**src/rtl/sumdisp_pkg.sv**
```systemverilog
// Shared types, segment codes and constant helpers for sum_display_mux.
// SUMDISP_HEX_EN (used by the top and decoder) swaps decimal display for hex.
package sumdisp_pkg;

   typedef enum logic [1:0] {
      IDLE = 2'd0,
      CONV = 2'd1,
      DONE = 2'd2
   } state_t;

   // Active-low segments, bit order {g,f,e,d,c,b,a}
   localparam logic [6:0] SEG_0     = 7'b1000000;
   localparam logic [6:0] SEG_1     = 7'b1111001;
   localparam logic [6:0] SEG_2     = 7'b0100100;
   localparam logic [6:0] SEG_3     = 7'b0110000;
   localparam logic [6:0] SEG_4     = 7'b0011001;
   localparam logic [6:0] SEG_5     = 7'b0010010;
   localparam logic [6:0] SEG_6     = 7'b0000010;
   localparam logic [6:0] SEG_7     = 7'b1111000;
   localparam logic [6:0] SEG_8     = 7'b0000000;
   localparam logic [6:0] SEG_9     = 7'b0010000;
   localparam logic [6:0] SEG_A     = 7'b0001000;
   localparam logic [6:0] SEG_B     = 7'b0000011;
   localparam logic [6:0] SEG_C     = 7'b1000110;
   localparam logic [6:0] SEG_D     = 7'b0100001;
   localparam logic [6:0] SEG_E     = 7'b0000110;
   localparam logic [6:0] SEG_F     = 7'b0001110;
   localparam logic [6:0] SEG_BLANK = 7'b1111111;

   // Bits needed to hold 0..n-1, never less than one.
   function automatic int clog2(input int n);
      int r;
      r = 1;
      while ((1 << r) < n) r++;
      return r;
   endfunction

   // Decimal digits needed to print 2^bits - 1.
   function automatic int dec_digits(input int bits);
      longint v;
      int d;
      v = (longint'(1) << bits) - 1;
      d = 1;
      while (v >= 10) begin
         v = v / 10;
         d++;
      end
      return d;
   endfunction

endpackage

```
**src/rtl/seg7_decoder.sv**
```systemverilog
// 4-bit digit code to active-low seven-segment pattern, with blanking.
// Codes A..F decode only when SUMDISP_HEX_EN is defined.
module seg7_decoder
   import sumdisp_pkg::*;
(
   input  logic [3:0] code,
   input  logic       blank,
   output logic [6:0] seg
);

   always_comb begin
      seg = SEG_BLANK;
      if (!blank) begin
         case (code)
            4'h0:    seg = SEG_0;
            4'h1:    seg = SEG_1;
            4'h2:    seg = SEG_2;
            4'h3:    seg = SEG_3;
            4'h4:    seg = SEG_4;
            4'h5:    seg = SEG_5;
            4'h6:    seg = SEG_6;
            4'h7:    seg = SEG_7;
            4'h8:    seg = SEG_8;
            4'h9:    seg = SEG_9;
`ifdef SUMDISP_HEX_EN
            4'hA:    seg = SEG_A;
            4'hB:    seg = SEG_B;
            4'hC:    seg = SEG_C;
            4'hD:    seg = SEG_D;
            4'hE:    seg = SEG_E;
            4'hF:    seg = SEG_F;
`endif
            default: seg = SEG_BLANK;
         endcase
      end
   end

endmodule

```
**src/rtl/sum_display_mux.sv**
```systemverilog
// Adder with registered sum, serial binary-to-BCD conversion and a scanned
// common-anode display. Define SUMDISP_HEX_EN to show the sum in hex instead.
module sum_display_mux
   import sumdisp_pkg::*;
#(
   parameter int WIDTH    = 4,
   parameter int DIGITS   = 4,
   parameter int SCAN_DIV = 50000
)
(
   input  logic              clk,
   input  logic              rst_n,
   input  logic [WIDTH-1:0]  a,
   input  logic [WIDTH-1:0]  b,
   input  logic              ci,
   input  logic              start,
   output logic [WIDTH-1:0]  s,
   output logic              co,
   output logic              busy,
   output logic              done,
   output logic [6:0]        sseg,
   output logic [DIGITS-1:0] an
);

   localparam int SW     = WIDTH + 1;
   localparam int DISP_W = 4 * DIGITS;
   localparam int SCAN_W = clog2(SCAN_DIV);
   localparam int IDX_W  = clog2(DIGITS);
`ifdef SUMDISP_HEX_EN
   localparam int REQ_DIGITS = (SW + 3) / 4;
`else
   localparam int REQ_DIGITS = dec_digits(SW);
   localparam int BCD_W      = 4 * REQ_DIGITS;
   localparam int CNT_W      = clog2(SW + 1);
`endif

   if (DIGITS < REQ_DIGITS || WIDTH < 1 || SCAN_DIV < 1) begin : g_param_check
      $error("sum_display_mux: DIGITS too small for WIDTH, or WIDTH/SCAN_DIV < 1");
   end

   // Handshake: start is a request sampled only in IDLE (busy=0, done=0); there
   // is no ready back-pressure, so a start seen in CONV or DONE is dropped.
   state_t            state_q, state_d;
   logic [SW-1:0]     sum_q, sum_d;
   logic [DISP_W-1:0] disp_q;
   logic              accept, last_step;

   assign sum_d  = {1'b0, a} + {1'b0, b} + {{WIDTH{1'b0}}, ci};
   assign accept = (state_q == IDLE) && start;
   assign {co, s} = sum_q;

`ifdef SUMDISP_HEX_EN
   assign last_step = 1'b1;
`else
   logic [SW-1:0]    shift_q;
   logic [BCD_W-1:0] bcd_q, bcd_step;
   logic [CNT_W-1:0] cnt_q;

   assign last_step = (cnt_q == CNT_W'(1));

   // One double-dabble step: bias every nibble >= 5, then shift in the next sum bit.
   always_comb begin
      logic [BCD_W-1:0] adj;
      adj = bcd_q;
      for (int i = 0; i < REQ_DIGITS; i++) begin
         if (bcd_q[4*i +: 4] >= 4'd5) adj[4*i +: 4] = bcd_q[4*i +: 4] + 4'd3;
      end
      bcd_step = BCD_W'({adj, shift_q[SW-1]});
   end
`endif

   always_comb begin
      state_d = state_q;
      busy    = 1'b0;
      done    = 1'b0;
      case (state_q)
         IDLE: begin
`ifdef SUMDISP_HEX_EN
            if (start) state_d = DONE;
`else
            if (start) state_d = CONV;
`endif
         end
         CONV: begin
            busy = 1'b1;
            if (last_step) state_d = DONE;
         end
         DONE: begin
            done    = 1'b1;
            state_d = IDLE;
         end
         default: state_d = IDLE;
      endcase
   end

   always_ff @(posedge clk or negedge rst_n) begin
      if (!rst_n) begin
         state_q <= IDLE;
         sum_q   <= '0;
         disp_q  <= '0;
`ifndef SUMDISP_HEX_EN
         shift_q <= '0;
         bcd_q   <= '0;
         cnt_q   <= '0;
`endif
      end else begin
         state_q <= state_d;
         if (accept) sum_q <= sum_d;
`ifdef SUMDISP_HEX_EN
         if (accept) disp_q <= DISP_W'(sum_d);
`else
         if (accept) begin
            shift_q <= sum_d;
            bcd_q   <= '0;
            cnt_q   <= CNT_W'(SW);
         end else if (state_q == CONV) begin
            shift_q <= shift_q << 1;
            bcd_q   <= bcd_step;
            cnt_q   <= cnt_q - CNT_W'(1);
            if (last_step) disp_q <= DISP_W'(bcd_step);
         end
`endif
      end
   end

   // Free-running digit scanner, unaffected by the conversion FSM.
   logic [SCAN_W-1:0] scan_q;
   logic [IDX_W-1:0]  dig_q;
   logic              scan_wrap;

   assign scan_wrap = (scan_q == SCAN_W'(SCAN_DIV - 1));

   always_ff @(posedge clk or negedge rst_n) begin
      if (!rst_n) begin
         scan_q <= '0;
         dig_q  <= '0;
      end else if (scan_wrap) begin
         scan_q <= '0;
         dig_q  <= (dig_q == IDX_W'(DIGITS - 1)) ? '0 : dig_q + IDX_W'(1);
      end else begin
         scan_q <= scan_q + SCAN_W'(1);
      end
   end

   logic [DISP_W-1:0] upper;
   logic              blank;

   // A digit is a leading zero when it and everything above it are zero.
   always_comb begin
      upper = disp_q >> {dig_q, 2'b00};
      blank = (dig_q != '0) && (upper == '0);
      an    = '1;
      an[dig_q] = 1'b0;
   end

   seg7_decoder u_dec (
      .code  (upper[3:0]),
      .blank (blank),
      .seg   (sseg)
   );

endmodule

```
**config.mk**
```make
export PLATFORM = sky130hd
export DESIGN_NAME = sum_display_mux
export DESIGN_NICKNAME = d
export VERILOG_FILES = /design/src/rtl/sumdisp_pkg.sv /design/src/rtl/seg7_decoder.sv /design/src/rtl/sum_display_mux.sv
export SDC_FILE = /design/constraint.sdc
export NUM_CORES = 1
export LEC_CHECK = 0
export CAP_MARGIN = 10
export CORE_MARGIN = 4
export CORE_UTILIZATION = 42
export DETAILED_ROUTE_END_ITERATION = 16
export PLACE_DENSITY = 0.71
export SLEW_MARGIN = 15
export SYNTH_ARGS = -nofsm -noshare
export SYNTH_HDL_FRONTEND = slang
export SYNTH_SLANG_ARGS = --single-unit
```
**constraint.sdc**
```tcl
create_clock -name clk -period 5.1 [get_ports clk]
set_input_delay 0.765 -clock clk [delete_from_list [all_inputs] [get_ports clk]]
set_output_delay 0.765 -clock clk [all_outputs]
set_load 0.005 [all_outputs]
```
==> impl_results.md <==
* Hold Crit Start: sum_q[4]
* Critical Path RT at 4.34 ns
* Grt ovf at 0
* Fraction of registers with async set/reset at 100%
* RSZ-0062 raised after global routing: false
* Worst Path Arrival at 2.78 ns
* CTS tree: done
* CTS H-tree depth at 2
* Mapped Nets at 324
* Power Dens Cells at 465 nW/µm²
* Lkg Pwr at 1.46 nW
* Worst Reg-to-Reg Cells at 6
* Setup crit start kind: register
* Routed Antenna Nets at 0
* PostCTS Resize Cnt at 0
* CTS max path bufs at 2
* Ys Warns at 0
* Delay of the slowest critical-path stage at 0.58 ns
* Max Cap Violations at 0
* Clock slew at reported path FFs at 0.08 ns
* Synth Register Bits at 49
* Final setup margin at 1.55 ns
* Setup-failing EPs final at 0
* Vias at 2020
* Worst-skew pair later-pin latency at 0.29 ns
* Fin area at 3210 µm²
* First-pass GRT wire length at 8770 µm
* GP Congestion at 0.809
* Crit. End Element: output port
* Hold Crit Class: register to register
* Mapped Area at 2730 µm²
* FF-to-FF Start: state_q[0]
* Num CTS Buffers at 5
* Most common cell after layout, fill and taps aside: dfrtp_1
* Die H at 88.7 µm
* Initial DRC count at 93
* DRT Pass-1 Iters at 4
* Synth unique cells at 47
* Die X at 88.7 µm
* Sequential cell area fraction in the yosys report at 44.9%
* Residual DRC at 0
* Most frequent cells in the layout: 49 x dfrtp_1, 42 x nand2_1, 29 x o21ai_0
* Number of flops mapped to enable cells by yosys at 0
* Slowest CP cell: dfrtp_1
* Setup WS pre-CTS at 1.83 ns
* Row count at 29
* Initial Util at 43.0%
* Vias in the first global route at 2001
* Mean Syn Cell Area at 9.39 µm²
* All-layer global routing usage at 13.6%
* Share of layout cells above drive strength 1 at 8.02%
* Type of the worst setup path: register to output port
* Worst slew margin at 50.5%
* Boundary pin count at 30
* Port bufs at 29
* Critical path fanouts, max at 11
* Sink Count at 49
* Hpwl dp at 3650 µm
* Util after Layout at 50.6%
* Area grow syn2layout at 17.6%
* Crit path cell chain: inv_1 > nand2_1 > a21o_1 > ha_1 > o311ai_0 > or3_4 > and2_4 > o21ai_1 > clkdlybuf4s50_1
* Avg WL per Cell at 12.0 µm
* Fin crit share at 69.5%
* Hold_ws at 0.480 ns
* Worst Hold Depth at 1
* Placed Area at 3100 µm²
* Routed WL at 4810 µm
* Reg-to-reg slack, setup at 3.18 ns
* Maximum vdd drop at 0.307 mV
* Clock Skew at 0.00872 ns
* Worst R2R End: disp_q[3]
* Max Freq at 282 MHz
* Pin count of the biggest net entering global routing at 50
* Vias per inst at 5.04
* Ant diodes at 0
* Die area at 7860 µm²
* Tmin final at 3.55 ns
* Status: complete, no violations
* Max-slew violations at 0
* Final hold viol count at 0
* Initial antenna violation count at 0
* Worst-Margin Slew at 0.739 ns
* Min-Delay Endpoint: sum_q[4]
* Layout filler cell count at 592
* Core Box Area at 6350 µm²
* Setup TNS at 0 ns
* Post-CTS Hold Fix Bufs at 0
* Post-CTS Setup Bufs at 0
* Cells after Synth at 291
* Final #Nets at 356
* Predominant post-synthesis flop cell: dfrtp_1
* Root buf cell: clkbuf_8
cell families (layout without fill, tap and decap cells):
family	count (synthesis)	after routing	share of synthesized area, %
AOI/OAI and AO/OA	57	57	12.1
adders and majority gates	21	21	10.2
xor gates and xnor gates	17	17	5.45
and+or+nand+nor	109	109	20.0
muxes	7	7	2.84
DFF	49	49	44.9
buffers and inverters	31	64	4.62
sequential cells by signal, indices dropped and copies added (netlist names):
register and flops:
scan_q 16, bcd_q 8, disp_q 8, shift_q 5
sum_q 5, cnt_q 3, dig_q 2, state_q 2
cell usage after synthesis (3+ instances only):
cell	number	area share (%)
a21o_1	4	1.1
nor3_1	5	0.92
inv_1	23	3.2
nand2_1	42	5.8
mux2i_1	3	1.1
dfrtp_1	49	45
o21ai_0	29	5.3
clkbuf_1	3	0.41
xnor2_1	11	3.5
nand4_1	3	0.69
o21ai_1	3	0.55
nor2b_1	6	1.4
nand2b_1	3	0.69
mux2_2	3	1.2
a22o_1	3	0.96
a21oi_1	9	1.6
nand3_1	6	1.1
nor2_1	22	3.0
xor2_1	6	1.9
ha_1	19	8.7
where the power goes:
group          internal (W)  switching [W]
sequential         0.000489      0.0000843
combinational      0.000332       0.000308
clock              0.000160       0.000122
total              0.000981       0.000514
routing by layer:
metal | global-route usage, % | share of wire, % | vias up
li1 | - | - | 1045
met1 | 18.8 | 49 | 937
met2 | 22.2 | 47 | 36
met3 | 2.70 | 3.9 | 2
met4 | 3.16 | 0.29 | 0
met5 | 0 | 0 | -
area by class of cell:
class | instances | area [µm²] | area share (%)
Multi-Input combinational cell | 211 | 1380 | 43.0
Sequential cell | 49 | 1230 | 38.2
Timing Repair Buffer | 31 | 300 | 9.35
Tap cell | 77 | 96.3 | 3.00
Inverter | 25 | 93.8 | 2.92
Clock buffer | 7 | 86.3 | 2.69
Clock inverter | 1 | 30.0 | 0.935
how the worst max path moves through the flow:
stage | from | to | cells after the start
2_1_floorplan | dig_q[0] | sseg[0] | 9
3_3_place_gp | dig_q[0] | sseg[3] | 9
3_5_place_dp | dig_q[0] | sseg[5] | 9
4_1_cts | dig_q[0] | sseg[5] | 9
5_1_grt | dig_q[0] | sseg[3] | 9
6_report | dig_q[0] | sseg[5] | 9
worst max-delay path, delay by kind of cell, from the launching register on:
kind	cells	cell delay [ns]
simple gates	3	0.67
buf+inv	2	0.68
fa+ha+maj	1	0.18
compound gates	3	0.39
flops	1	0.58
stage by stage:
| step | power [W] | cells |
|---|---|---|
| 5_1_grt | 0.00164 | 401 |
| 2_1_floorplan | 0.000963 | 291 |
| 6_report | 0.00150 | 401 |
| 4_1_cts | 0.00152 | 401 |
| 3_5_place_dp | 0.00123 | 393 |
| 3_3_place_gp | 0.00121 | 393 |
No activity file was read; power rests on OpenSTA's default activity.
